--- config.mk ---
export PLATFORM = sky130hd
export DESIGN_NAME = csa_mult_seq_flat
export DESIGN_NICKNAME = d
export VERILOG_FILES = /design/src/rtl/mult_pkg.sv /design/src/rtl/csa_mult_seq_if.sv /design/src/rtl/csa64.sv /design/src/rtl/csa_mult_seq.sv /design/src/flat_wrapper.sv
export SDC_FILE = /design/constraint.sdc
export NUM_CORES = 1
export LEC_CHECK = 0
export CAP_MARGIN = 10
export CORE_AREA = 5 5 190 192
export CTS_CLUSTER_SIZE = 8
export DETAILED_ROUTE_END_ITERATION = 16
export DIE_AREA = 0 0 195 197
export GPL_TIMING_DRIVEN = 0
export HOLD_SLACK_MARGIN = 0.1
export PLACE_DENSITY = 0.71
export REMOVE_ABC_BUFFERS = 1
export SLEW_MARGIN = 30
export SYNTH_ARGS = -nofsm -noshare
export SYNTH_HDL_FRONTEND = slang
export SYNTH_SLANG_ARGS = --single-unit
--- constraint.sdc ---
create_clock -name clk -period 5.2 [get_ports clk]
set_input_delay 0.52 -clock clk [delete_from_list [all_inputs] [get_ports clk]]
set_output_delay 0.52 -clock clk [all_outputs]
set_load 0.01 [all_outputs]
--- src/rtl/mult_pkg.sv ---
// Shared types for the sequential carry-save multiplier: FSM state encoding and adder width.
package mult_pkg;
  localparam int CSA_W = 64;

  typedef enum logic [1:0] {
    IDLE = 2'd0,
    COMP = 2'd1,
    ADD  = 2'd2,
    DONE = 2'd3
  } state_t;
endpackage

--- src/rtl/csa_mult_seq_if.sv ---
// Operand/product valid-ready bundle for csa_mult_seq; slave is the multiplier side.
interface csa_mult_seq_if #(
  parameter int N = 32
) ();
  logic           in_valid;
  logic           in_ready;
  logic [N-1:0]   a;
  logic [N-1:0]   b;
  logic           out_valid;
  logic           out_ready;
  logic [2*N-1:0] p;
  logic           busy;

  modport slave (
    input  in_valid, a, b, out_ready,
    output in_ready, out_valid, p, busy
  );

  modport master (
    output in_valid, a, b, out_ready,
    input  in_ready, out_valid, p, busy
  );
endinterface

--- src/rtl/csa64.sv ---
// 64-bit 3:2 carry-save adder; carry comes out pre-shifted, the top carry-out is dropped.
module csa64 (
  input  logic [63:0] i_x,
  input  logic [63:0] i_y,
  input  logic [63:0] i_z,
  output logic [63:0] o_s,
  output logic [63:0] o_c
);
  assign o_s = i_x ^ i_y ^ i_z;
  assign o_c = {(i_x[62:0] & i_y[62:0]) | (i_x[62:0] & i_z[62:0]) | (i_y[62:0] & i_z[62:0]), 1'b0};
endmodule

--- src/rtl/csa_mult_seq.sv ---
// Iterative unsigned multiplier: one multiplier bit folded per cycle into a sum/carry pair
// through a single shared csa64, then one carry-propagate add. Fixed latency, no bit skipping.
module csa_mult_seq
  import mult_pkg::*;
#(
  parameter int N = 32
) (
  input  logic          clk,
  input  logic          rst,
  csa_mult_seq_if.slave bus
);
  localparam int CNT_W = $clog2(N);

  state_t            r_state;
  state_t            w_next;
  logic [N-1:0]      r_a;
  logic [N-1:0]      r_b;
  logic [CSA_W-1:0]  r_sum;
  logic [CSA_W-1:0]  r_carry;
  logic [CNT_W-1:0]  r_cnt;
  logic [2*N-1:0]    r_p;
  logic [CSA_W-1:0]  w_pp;
  logic [CSA_W-1:0]  w_s;
  logic [CSA_W-1:0]  w_c;
  logic [CSA_W-1:0]  w_final;
  logic              w_last;
  logic              w_in_ready;
  logic              w_out_valid;
  logic              w_busy;

  assign w_last  = (r_cnt == CNT_W'(N - 1));
  assign w_pp    = r_b[r_cnt] ? ({{(CSA_W - N){1'b0}}, r_a} << r_cnt) : '0;
  assign w_final = r_sum + r_carry;

  csa64 u_csa (
    .i_x (r_sum),
    .i_y (r_carry),
    .i_z (w_pp),
    .o_s (w_s),
    .o_c (w_c)
  );

  always_ff @(posedge clk) begin
    if (rst) r_state <= IDLE;
    else     r_state <= w_next;
  end

  always_comb begin
    w_next = r_state;
    unique case (r_state)
      IDLE:    if (bus.in_valid)  w_next = COMP;
      COMP:    if (w_last)        w_next = ADD;
      ADD:                        w_next = DONE;
      DONE:    if (bus.out_ready) w_next = IDLE;
      default:                    w_next = IDLE;
    endcase
  end

  always_comb begin
    w_in_ready  = (r_state == IDLE);
    w_out_valid = (r_state == DONE);
    w_busy      = (r_state == COMP) || (r_state == ADD);
  end

  // Datapath; operands are only sampled in IDLE so they may change right after accept.
  always_ff @(posedge clk) begin
    if (rst) begin
      r_a     <= '0;
      r_b     <= '0;
      r_sum   <= '0;
      r_carry <= '0;
      r_cnt   <= '0;
      r_p     <= '0;
    end else begin
      unique case (r_state)
        IDLE: begin
          if (bus.in_valid) begin
            r_a     <= bus.a;
            r_b     <= bus.b;
            r_sum   <= '0;
            r_carry <= '0;
            r_cnt   <= '0;
          end
        end
        COMP: begin
          r_sum   <= w_s;
          r_carry <= w_c;
          r_cnt   <= r_cnt + 1'b1;
        end
        ADD:     r_p <= w_final[2*N-1:0];
        default: ;
      endcase
    end
  end

  assign bus.in_ready  = w_in_ready;
  assign bus.out_valid = w_out_valid;
  assign bus.busy      = w_busy;
  assign bus.p         = r_p;
endmodule

--- src/flat_wrapper.sv ---
// flat-port wrapper written by rule: the top's interface ports become plain ports
module csa_mult_seq_flat import mult_pkg::*;
#(
  parameter int N = 32
)
  (clk, rst, bus_in_valid, bus_a, bus_b, bus_out_ready, bus_in_ready, bus_out_valid, bus_p, bus_busy);
  csa_mult_seq_if #(.N(N)) bus_i ();
  input  logic clk;
  input  logic rst;
  input wire logic [$bits(bus_i.in_valid)-1:0] bus_in_valid;
  input wire logic [$bits(bus_i.a)-1:0] bus_a;
  input wire logic [$bits(bus_i.b)-1:0] bus_b;
  input wire logic [$bits(bus_i.out_ready)-1:0] bus_out_ready;
  output wire logic [$bits(bus_i.in_ready)-1:0] bus_in_ready;
  output wire logic [$bits(bus_i.out_valid)-1:0] bus_out_valid;
  output wire logic [$bits(bus_i.p)-1:0] bus_p;
  output wire logic [$bits(bus_i.busy)-1:0] bus_busy;
  assign bus_i.in_valid = bus_in_valid;
  assign bus_i.a = bus_a;
  assign bus_i.b = bus_b;
  assign bus_i.out_ready = bus_out_ready;
  assign bus_in_ready = bus_i.in_ready;
  assign bus_out_valid = bus_i.out_valid;
  assign bus_p = bus_i.p;
  assign bus_busy = bus_i.busy;
  csa_mult_seq #(.N(N)) u_core (.clk(clk), .rst(rst), .bus(bus_i));
endmodule
==> impl_metrics.json <==
{
  "r2r-end": "u_core.r_sum[42]$_SDFFE_PP0P_",
  "wl_per_cell_um": 16.8,
  "row_count": 68,
  "synth.avg_cell_area_sq_um": 7.73,
  "vias": 15000,
  "slew_headroom_pct": 42.0,
  "met2_usage_pct": 35.9,
  "crit_fanout": 55,
  "synth-seq-cells": 262,
  "dieArea_sq_um": 38400,
  "status": "finished, final reports clean",
  "p_per_area_nw_per_um2": 333,
  "setup_viol": 0,
  "area_growth_syn_to_layout_pct": 17.0,
  "syn_area_sq_um": 16800,
  "fin_hold_ws_ns": 0.304,
  "synth_top_area_cell": "dfxtp_1",
  "min_from": "rst",
  "clkPwrFrac_pct": 34.8,
  "core_area_sq_um": 34200,
  "p_sw_share_pct": 34.1,
  "finalNetCount": 2419,
  "dpl-instance-area_sq_um": 18500,
  "finalHoldViolations": 0,
  "dp.cells": 2633,
  "async_reset_ff_share_pct": 0,
  "worstMarginPinSlew_ns": 0.869,
  "gp_congestion": 0.899,
  "max_stage_delay_ns": 0.78,
  "clock-sinks": 262,
  "drv_cap": 0,
  "grt_max_degree": 115,
  "port_buffers": 134,
  "hold_depth": 2,
  "slew_violations": 0,
  "place_ws_ns": 0.926,
  "cts_buffers": 39,
  "die_w_um": 195,
  "clockRootBuffer": "clkbuf_16",
  "busiest_layer": "met2",
  "r2r_setup_slack_ns": 0.88,
  "met3_usage_pct": 3.69,
  "finalCritPeriodShare_pct": 83.2,
  "synth_most_common_cell": "nor2_1",
  "clk_pin_slew_ns": 0.05,
  "switchingPower_mw": 2.22,
  "final_cells": 2681,
  "r2r_cells": 10,
  "grt_usage_pct": 22.9,
  "skew_ns": 0.0169,
  "power_frac_comb_pct": 30.6,
  "cp_cell_sequence": "mux4_2 > and2_1 > a211oi_1 > a311oi_2 > or2_1 > o21ai_0 > fa_1 > nor2_1 > a21oi_1 > nor2_1",
  "fin_area_sq_um": 19600,
  "antenna_found_initial": 0,
  "hold_buffers": 0,
  "endpoint_kind": "flip-flop",
  "synth_top_area_share_pct": 31.3,
  "grt_pass1_vias": 14600,
  "cts_resized": 0,
  "setup_slack_ns": 0.876,
  "synthTopCellsByArea": "dfxtp_1, a21oi_1, nor2_1, fa_1, nand2_1",
  "clk_latency_ns": 0.52,
  "fmax_ghz": 0.231,
  "fill_cells": 3147,
  "whs_endpoint": "u_core.r_b[18]$_SDFFE_PP0P_",
  "die_h_um": 197,
  "diodes": 0,
  "peakVddDrop_mv": 0.453,
  "hpwl_um": 33400,
  "num_io_pins": 135,
  "ys_types": 72,
  "cp_common_cell": "nor2_1",
  "worstPathRequired_ns": 5.58,
  "ys_seq_area_share_pct": 31.3,
  "hold_path.class": "in2reg",
  "drive_gt1_share_pct": 5.57,
  "leakagePower_nw": 6.80,
  "arrival_ns": 4.71,
  "min_period_ns": 4.32,
  "use_met1_pct": 32.8,
  "synth_edf_count": 0,
  "cts_tree": "done",
  "start_util_pct": 49.0,
  "critPathLaunchType": "flip-flop",
  "antenna_left": 0,
  "critPathSlowestCell": "a311oi_2",
  "reg2reg_from": "u_core.r_cnt[1]$_SDFFE_PP0P_",
  "via_per_inst": 5.61,
  "synth_ff_type": "dfxtp_1",
  "p_int_mw": 4.30,
  "dr.pass1.iters": 5,
  "post-route-util_pct": 57.3,
  "power_frac_seq_pct": 34.6,
  "grt_pass1_wl_um": 74200,
  "drc": 0,
  "finalWirelength_um": 45000,
  "clk_path_buf_depth": 3,
  "synthTopCellsByCount": "nor2_1, nand2_1, a21oi_1",
  "postCtsSetupRepairBufs": 0,
  "yosys_warnings": 0,
  "drtIter0Drc": 1049,
  "path_class": "reg2reg",
  "grt_overflow": 0,
  "rsz0062_at_grt": "no",
  "syn-instance-count": 2169,
  "htree_levels": 2
}
-- placed cells by master, fill, tap and decap left out, types with 8 or more instances in the layout --
| master | Yosys | layout |
|---|---|---|
| nor2_1 | 357 | 356 |
| nand2_1 | 330 | 328 |
| a21oi_1 | 283 | 283 |
| dfxtp_1 | 262 | 257 |
| inv_1 | 146 | 146 |
| clkdlybuf4s50_1 | 0 | 133 |
| o21ai_0 | 90 | 90 |
| ha_1 | 69 | 68 |
| mux2i_1 | 63 | 63 |
| fa_1 | 63 | 63 |
| clkbuf_16 | 0 | 41 |
| mux4_2 | 32 | 32 |
| xnor2_1 | 29 | 29 |
| xor2_1 | 25 | 25 |
| a21o_1 | 24 | 24 |
| nand3_1 | 23 | 23 |
| o22ai_1 | 16 | 16 |
| nand4_1 | 16 | 16 |
| a211oi_1 | 14 | 14 |
| nor3_1 | 14 | 14 |
| o21bai_1 | 13 | 13 |
| nor2b_1 | 12 | 12 |
| and3_1 | 12 | 12 |
| o211ai_1 | 10 | 10 |
| buf_16 | 0 | 9 |
| mux2_2 | 8 | 8 |
| and2_1 | 9 | 8 |
| nand2b_1 | 9 | 8 |
| a22oi_1 | 8 | 8 |
-- layout make-up --
cell class / count / area, sq um / share of cell area (%)
clock buffers: 46 / 1050 / 5.38
clock inverters: 2 / 10.0 / 0.0511
inverters: 147 / 552 / 2.81
multi-input cells: 1623 / 10500 / 53.6
flip-flops and latches: 262 / 5260 / 26.8
well taps: 455 / 569 / 2.90
repair buffers: 146 / 1650 / 8.44
-- worst max-delay path: cells and delay by family (launching register included) --
kind	cells	cell delay [ns]
flops	1	0.75
fa+ha+maj	1	0.62
compound gates	4	1.48
simple gates	4	1.00
mux	1	0.32
-- power groups by stage --
stage	clock (mW)	combinational [mW]	sequential [mW]
5_1_grt	2.40	2.17	2.27
3_5_place_dp	0	1.99	2.29
6_report	2.27	2.00	2.26
2_1_floorplan	0	1.10	2.29
3_3_place_gp	0	1.51	2.32
4_1_cts	2.32	2.00	2.25
-- stage by stage --
| step | total power [mW] | TNS (ns) |
|---|---|---|
| 6_report | 6.52 | 0 |
| 5_1_grt | 6.84 | 0 |
| 4_1_cts | 6.57 | 0 |
| 3_5_place_dp | 4.29 | 0 |
| 3_3_place_gp | 3.83 | -833.51 |
| 2_1_floorplan | 3.39 | -29.31 |
-- how the worst max path moves through the flow --
stage,start,end
final,u_core.r_cnt[1]$_SDFFE_PP0P_,u_core.r_sum[42]$_SDFFE_PP0P_
after global routing,u_core.r_cnt[3]$_SDFFE_PP0P_,u_core.r_sum[42]$_SDFFE_PP0P_
after CTS,u_core.r_cnt[3]$_SDFFE_PP0P_,u_core.r_sum[42]$_SDFFE_PP0P_
after detailed placement,u_core.r_cnt[3]$_SDFFE_PP0P_,u_core.r_sum[42]$_SDFFE_PP0P_
after global placement,rst,u_core.bus.p[55]$_SDFFE_PP0P_
after floorplan,u_core.r_state[0]$_SDFFE_PP0P_,u_core.r_sum[63]$_SDFFE_PP0P_
-- state kept, by name (all words and copies together), names as in the netlist --
name and count:
u_core.bus.p 64, u_core.r_a 32, u_core.r_b 32, u_core.r_carry 63
u_core.r_cnt 5, u_core.r_state 2, u_core.r_sum 64
-- layer usage --
layer | part of all wire (%) | vias to the layer above | routed length [um]
met1 | 48 | 7083 | 21400
met4 | 2.3 | 0 | 1050
li1 | - | 7425 | -
met5 | 0 | - | 0
met2 | 45 | 470 | 20000
met3 | 5.4 | 64 | 2450
-- cell families after synthesis --
logic type / count (synthesis) / share of synthesized area [%]
AND/OR/NAND/NOR: 809 / 19.8
AO/OA/AOI/OAI: 525 / 18.4
buffers and inverters: 284 / 6.38
flip-flops: 262 / 31.3
adder cells (fa/ha/maj): 132 / 12.7
multiplexers: 103 / 8.60
XOR/XNOR: 54 / 2.82
Note: power is estimated with default switching activity, not from simulation.
==> RTL edit 1 (same flow settings) <==
Reset style: asynchronous (`rst`), changed in 2 clocked blocks.
--- a/src/rtl/csa_mult_seq.sv
+++ b/src/rtl/csa_mult_seq.sv
@@ -40,7 +40,7 @@
     .o_c (w_c)
   );
 
-  always_ff @(posedge clk) begin
+  always_ff @(posedge clk or posedge rst) begin
     if (rst) r_state <= IDLE;
     else     r_state <= w_next;
   end
@@ -63,7 +63,7 @@
   end
 
   // Datapath; operands are only sampled in IDLE so they may change right after accept.
-  always_ff @(posedge clk) begin
+  always_ff @(posedge clk or posedge rst) begin
     if (rst) begin
       r_a     <= '0;
       r_b     <= '0;
Function: differs if rst is asserted again (counterexample within 4 cycles, from zero or initial values and one cycle with rst high); with rst held inactive, the same outputs for 10 cycles.
==> RTL edit 1 against the original RTL <==
- worst setup slack better by 0.50 ns
- area after synthesis grew 2.6%
- final area up 2.8%
- count of clock-buffer cells in the layout fell by 1
- sequential cell count unchanged
- synthesized cell count down 19%
- die area stayed put
- routed wire length down 6.0%
Power is not compared: it rests on default switching activity, and its combinational part moved more than twofold at a synthesized area within 25%.
==> RTL edit 1: results (changes against the original RTL) <==
Placed design
  • Place WS: 1.458 ns (was 0.9261 ns)
  • Placer congestion estimate: 0.8610 (was 0.8990)
  • HPWL after DPL: 31,760 µm (was 33,380 µm)
  • Port bufs: 134 (unchanged)

Drt
  • DR iter-0 viols: 779 (was 1,049)
  • DRT Pass-1 Iters: 5 (unchanged)
  • Vias: 13,130 (was 15,040)
  • Post-DR wirelength/cell: 18.37 µm (was 16.78 µm)

Clocking
  • Post_cts resized: 0 (unchanged)
  • CTS clk-pin slew, worst paths: 0.05 ns (about the same)
  • Post-CTS Setup Bufs: 0 (unchanged)
  • Clk_lat worst skew: 0.52 ns (about the same)
  • CTS Buffer Depth: 3 (unchanged)
  • Clock root cell: clkbuf_16 (unchanged)
  • Htree depth: 2 (unchanged)
  • Num CTS Buffers: 38 (was 39)
  • Hold_buf cts: 0 (unchanged)

Power
  • Pleak: 8.228 nW
  • VDD IR max: 502.4 µV

Setup path
  • WS Path Type: reg2reg (unchanged)
  • Arrival time at the worst endpoint: 4.22 ns (was 4.71 ns)
  • Critical R2R Launch: u_core.r_carry[1] (was u_core.r_cnt[1])
  • Crit Path Max Fanout: 4 (was 55)

Synthesis
  • Synth area leaders: dfrtp_1 (38%), mux2_2 (8.8%), fa_1 (7.3%) (was dfxtp_1 (31%), a21oi_1 (8.5%), nor2_1 (8.0%))
  • Post-synth cell types: 72 (unchanged)
  • Sequential share of the synthesized area: 38.12% (was 31.29%)
  • Commonest cells in the netlist: dfrtp_1 (262), nand2_1 (253), o21ai_0 (185), inv_1 (156), mux2_2 (135) (was nor2_1 (357), nand2_1 (330), a21oi_1 (283), dfxtp_1 (262), inv_1 (146))
  • Synth async-reset ratio: 100.0% (was 0%)
  • Syn. warnings: 0 (unchanged)

Finish
  • Fraction of layout instances using a drive strength above 1: 15.11% (was 5.571%)
  • ANT cells: 0 (unchanged)
  • Final #Nets: 2,041 (was 2,419)

Global routing
  • Vias in the first global route: 13,410 (was 14,620)
  • Global-route wire length before repair: 70,770 µm (was 74,190 µm)
  • Initial antenna violation count: 0 (unchanged)
  • Largest net degree at the start of global routing: 91 (was 115)
  • Total GRT Usage: 22.26% (was 22.86%)

Min path
  • Hold path start: u_core.bus.p[58] (was rst)
  • Min-Delay Path Class: reg2reg (was in2reg)

STA
  • Max_slew headroom: 44.22% (was 42.03%)
  • Worst clock skew: 0.01525 ns (was 0.01693 ns)

Outcome
  • Status: completed (unchanged)
-- RTL edit 1: cell types whose count changed after synthesis, moves of 9 or more --
cell      unedited run  this run
nor2_1             357        53
dfrtp_1              0       262
dfxtp_1            262         0
a21oi_1            283        81
mux2_2               8       135
o21ai_0             90       185
nand2_1            330       253
clkbuf_1           120        65
mux2i_1             63        31
buf_2                2        15
inv_1              146       156
nor2b_1             12         2
o21ai_1              1        10
-- RTL edit 1: through the flow --
| step | area [µm²] | std cells |
|---|---|---|
| 2_1_floorplan | 16810 | 1653 |
| 3_3_place_gp | 18720 | 2242 |
| 3_5_place_dp | 19110 | 2256 |
| 4_1_cts | 20160 | 2301 |
| 5_1_grt | 20160 | 2301 |
| 6_report | 20160 | 2301 |
-- RTL edit 1: final timing paths --
kind                       slack [ns]                end  cells past startpoint
hold / removal                   0.48   u_core.bus.p[58]                      2
setup reg to reg                 1.38   u_core.bus.p[41]                     13
hold reg to reg                  0.48   u_core.bus.p[58]                      2
max in group asynchronous        3.43   u_core.bus.p[53]                      4
min in group asynchronous        0.50  u_core.r_carry[2]                      2
setup / recovery                 1.38   u_core.bus.p[41]                     13
-- RTL edit 1: logic make-up (layout without fill, tap and decap cells) --
| logic type | count (synthesis) | after routing | synth area share [%] |
|---|---|---|---|
| DFF | 262 | 262 | 38.12 |
| and+or+nand+nor | 414 | 414 | 10.65 |
| muxes | 197 | 197 | 14.66 |
| buffers and inverters | 252 | 351 | 5.725 |
| xor gates and xnor gates | 54 | 54 | 2.750 |
| adders and majority gates | 132 | 132 | 12.35 |
| AOI/OAI and AO/OA | 436 | 436 | 15.75 |
-- RTL edit 1: final cells by class --
type / instances / area (µm²)
repair buffers: 148 / 1679
well taps: 455 / 569.3
flip-flops and latches: 262 / 6568
multi-input cells: 1233 / 9698
inverters: 158 / 600.6
clock buffers: 45 / 1041
fillers: 2961 / 14050
-- RTL edit 1: power by group --
part,switching [W],internal (W),total [W]
clock,0.000857,0.00138,0.00224
sequential,0.000472,0.00257,0.00304
combinational,0.00261,0.00214,0.00475
-- RTL edit 1: worst max-delay path, stage by stage, from the launching register on --
cell,delay [ns]
dfrtp_1,0.40
ha_1,0.24
inv_1,0.08
fa_1,0.22
nand2b_1,0.16
a211oi_1,0.10
o21ai_0,0.68
nand3b_1,0.24
a21oi_2,0.30
o21ai_1,0.17
a221oi_2,0.48
o21ai_0,0.20
xor2_1,0.18
mux2_2,0.27
-- RTL edit 1: layer usage --
layer	global-route usage (%)	routed length, µm	vias to the layer above
met5	0	0	-
met4	5.120	873	0
met3	5.521	3060	66
met2	34.93	19230	351
met1	31.61	19100	6476
li1	-	-	6233
==> RTL edit 2 (same flow settings) <==
Without the edit above. Encoding of `state_t`: now one-hot (4 bits for 4 states).
--- a/src/rtl/mult_pkg.sv
+++ b/src/rtl/mult_pkg.sv
@@ -2,11 +2,11 @@
 package mult_pkg;
   localparam int CSA_W = 64;
 
-  typedef enum logic [1:0] {
-    IDLE = 2'd0,
-    COMP = 2'd1,
-    ADD  = 2'd2,
-    DONE = 2'd3
+  typedef enum logic [3:0] {
+    IDLE = 4'b0001,
+    COMP = 4'b0010,
+    ADD  = 4'b0100,
+    DONE = 4'b1000
   } state_t;
 endpackage
 
Behaviour: same outputs for any inputs over 10 cycles, from zero or initial values and one cycle with rst high; not proved beyond that.
==> RTL edit 2 against the original RTL <==
- count of clock-buffer cells in the layout stayed put
- routed wire length is 0.68% higher
- global-route usage is 0.62 points higher
- final area is 2.1% higher
- area after synthesis is 2.5% higher
- worst setup slack better by 0.082 ns
- sequential cell count is 2 higher
- largest cell class unchanged
- highest routed layer unchanged
Power is not compared: it rests on default switching activity, and its combinational part moved more than twofold at a synthesized area within 25%.
==> RTL edit 2: results (changes against the original RTL) <==
Outcome
  • Status: completed (unchanged)

Finish
  • Filler cells: 3,172 (was 3,147)
  • Post-route insts no fill: 2,756 (was 2,681)
  • Fraction of layout instances using a drive strength above 1: 7.084% (was 5.571%)
  • ANT cells: 0 (unchanged)
  • Final #Nets: 2,489 (was 2,419)

Synthesis
  • Commonest cells in the netlist: nand2_1 (345), nor2_1 (327), dfxtp_1 (264), a21oi_1 (207), inv_1 (160) (was nor2_1 (357), nand2_1 (330), a21oi_1 (283), dfxtp_1 (262), inv_1 (146))
  • Syn. warnings: 0 (unchanged)
  • Post-synth cell types: 70 (was 72)
  • Synth async-reset ratio: 0% (unchanged)
  • Post-synth EDFFs: 0 (unchanged)
  • Synth area leaders: dfxtp_1 (31%), nand2_1 (7.5%), fa_1 (7.3%) (was dfxtp_1 (31%), a21oi_1 (8.5%), nor2_1 (8.0%))
  • Sequential share of the synthesized area: 30.75% (was 31.29%)
  • Syn_area_per_cell: 7.638 µm² (was 7.728 µm²)

Drt
  • DR iter-0 viols: 1,208 (was 1,049)
  • DRT Pass-1 Iters: 6 (was 5)
  • Via-to-Cell Ratio: 5.739 (was 5.611)
  • Routed WL: 45,290 µm (was 44,980 µm)

Setup path
  • Crit-path leading delay family: compound AO/OA/AOI/OAI gates (unchanged)
  • Worst setup startpoint: u_core.r_cnt[1] (unchanged)
  • FF-to-FF setup slack: 0.96 ns (was 0.88 ns)
  • R2R cell count: 10 (unchanged)
  • RR Endpoint: u_core.r_sum[41] (was u_core.r_sum[42])
  • Arrival time at the worst endpoint: 4.64 ns (was 4.71 ns)
  • Max incr delay on CP: 0.77 ns
  • Crit Path Max Fanout: 53 (was 55)
  • Slowest-stage cell, CP: or2_1 (was a311oi_2)

Clocking
  • CTS Buffer Depth: 3 (unchanged)
  • Clock root cell: clkbuf_16 (unchanged)
  • Htree depth: 2 (unchanged)
  • Sink Count: 264 (was 262)
  • Clk_lat worst skew: 0.53 ns
  • Post_cts resized: 0 (unchanged)

Min path
  • Hold Path End: u_core.r_state[1] (was u_core.r_b[18])
  • Hold path start: rst (unchanged)
  • Worst Hold Path Cells: 2 (unchanged)
  • Min-Delay Path Class: in2reg (unchanged)

Power
  • Logic pwr share: 13.7%
  • P_clk: ~0.0023 W
  • VDD IR max: between 200 and 250 µV
  • Pleak: 6.667 nW

Placed design
  • HPWL after DPL: 33,380 µm (about the same)
  • Placed insts: 2,707 (was 2,633)
  • Placer congestion estimate: 0.9139 (was 0.8990)
  • Port bufs: 134 (unchanged)

STA
  • Worst slew pin tran: 0.9116 ns (was 0.8695 ns)
  • Worst clock skew: 0.01731 ns (was 0.01693 ns)
  • Hold WS: 0.3814 ns (was 0.3039 ns)

Global routing
  • Vias in the first global route: 15,410 (was 14,620)
  • Global-route wire length before repair: 76,770 µm (was 74,190 µm)
  • Largest net degree at the start of global routing: 110 (was 115)
  • Met2 Use GR: 38.17% (was 35.94%)
  • Met1 Track Usage GR: 32.60% (was 32.83%)
  • Total GRT Usage: 23.49% (was 22.86%)
  • M3 GR Usage: 3.692% (unchanged)
  • Initial antenna violation count: 0 (unchanged)
-- RTL edit 2: routing by layer --
metal / part of all wire, % / vias to the layer above / wire (µm)
met2: 46 / 504 / 20660
met3: 5.8 / 85 / 2641
met1: 46 / 7452 / 20860
met5: 0 / - / 0
met4: 2.5 / 0 / 1122
li1: - / 7777 / -
-- RTL edit 2: worst max-delay path by stage --
stage                              to  cells past startpoint
floorplan           u_core.r_state[3]                      3
global placement     u_core.bus.p[62]                      4
detailed placement   u_core.r_sum[41]                     10
CTS                  u_core.r_sum[41]                     10
global route         u_core.r_sum[41]                     10
finish               u_core.r_sum[41]                     10
-- RTL edit 2: layout make-up --
| class | count | share of cell area [%] |
|---|---|---|
| clock inverter | 3 | 0.1500 |
| sequential | 264 | 26.48 |
| timing repair buffer | 171 | 8.999 |
| multi-input combinational | 1656 | 53.30 |
| clock buffer | 46 | 5.212 |
| tap | 455 | 2.843 |
| inverter | 161 | 3.018 |
-- RTL edit 2: through the flow --
| step | setup WS (ns) | util, % | area (µm²) | total power, W |
|---|---|---|---|---|
| 6_report | 0.9578 | 58.54 | 20020 | 0.005154 |
| 5_1_grt | 0.7197 | 58.54 | 20020 | 0.005380 |
| 4_1_cts | 0.9753 | 58.52 | 20010 | 0.005211 |
| 3_5_place_dp | 0.9890 | 55.38 | 18940 | 0.002901 |
| 3_3_place_gp | -6.811 | 53.90 | 18440 | 0.002842 |
| 2_1_floorplan | -1.511 | - | 16530 | 0.002598 |
-- RTL edit 2: logic make-up (layout without fill, tap and decap cells) --
group           count (synthesis)  in the layout  synth area share [%]
fa+ha+maj                     128            128                 12.07
mux                            82             82                 7.179
compound gates                560            560                 19.51
simple gates                  837            837                 20.64
flops                         264            264                 30.75
xor+xnor                       49             49                 2.497
buf+inv                       330            381                 7.353
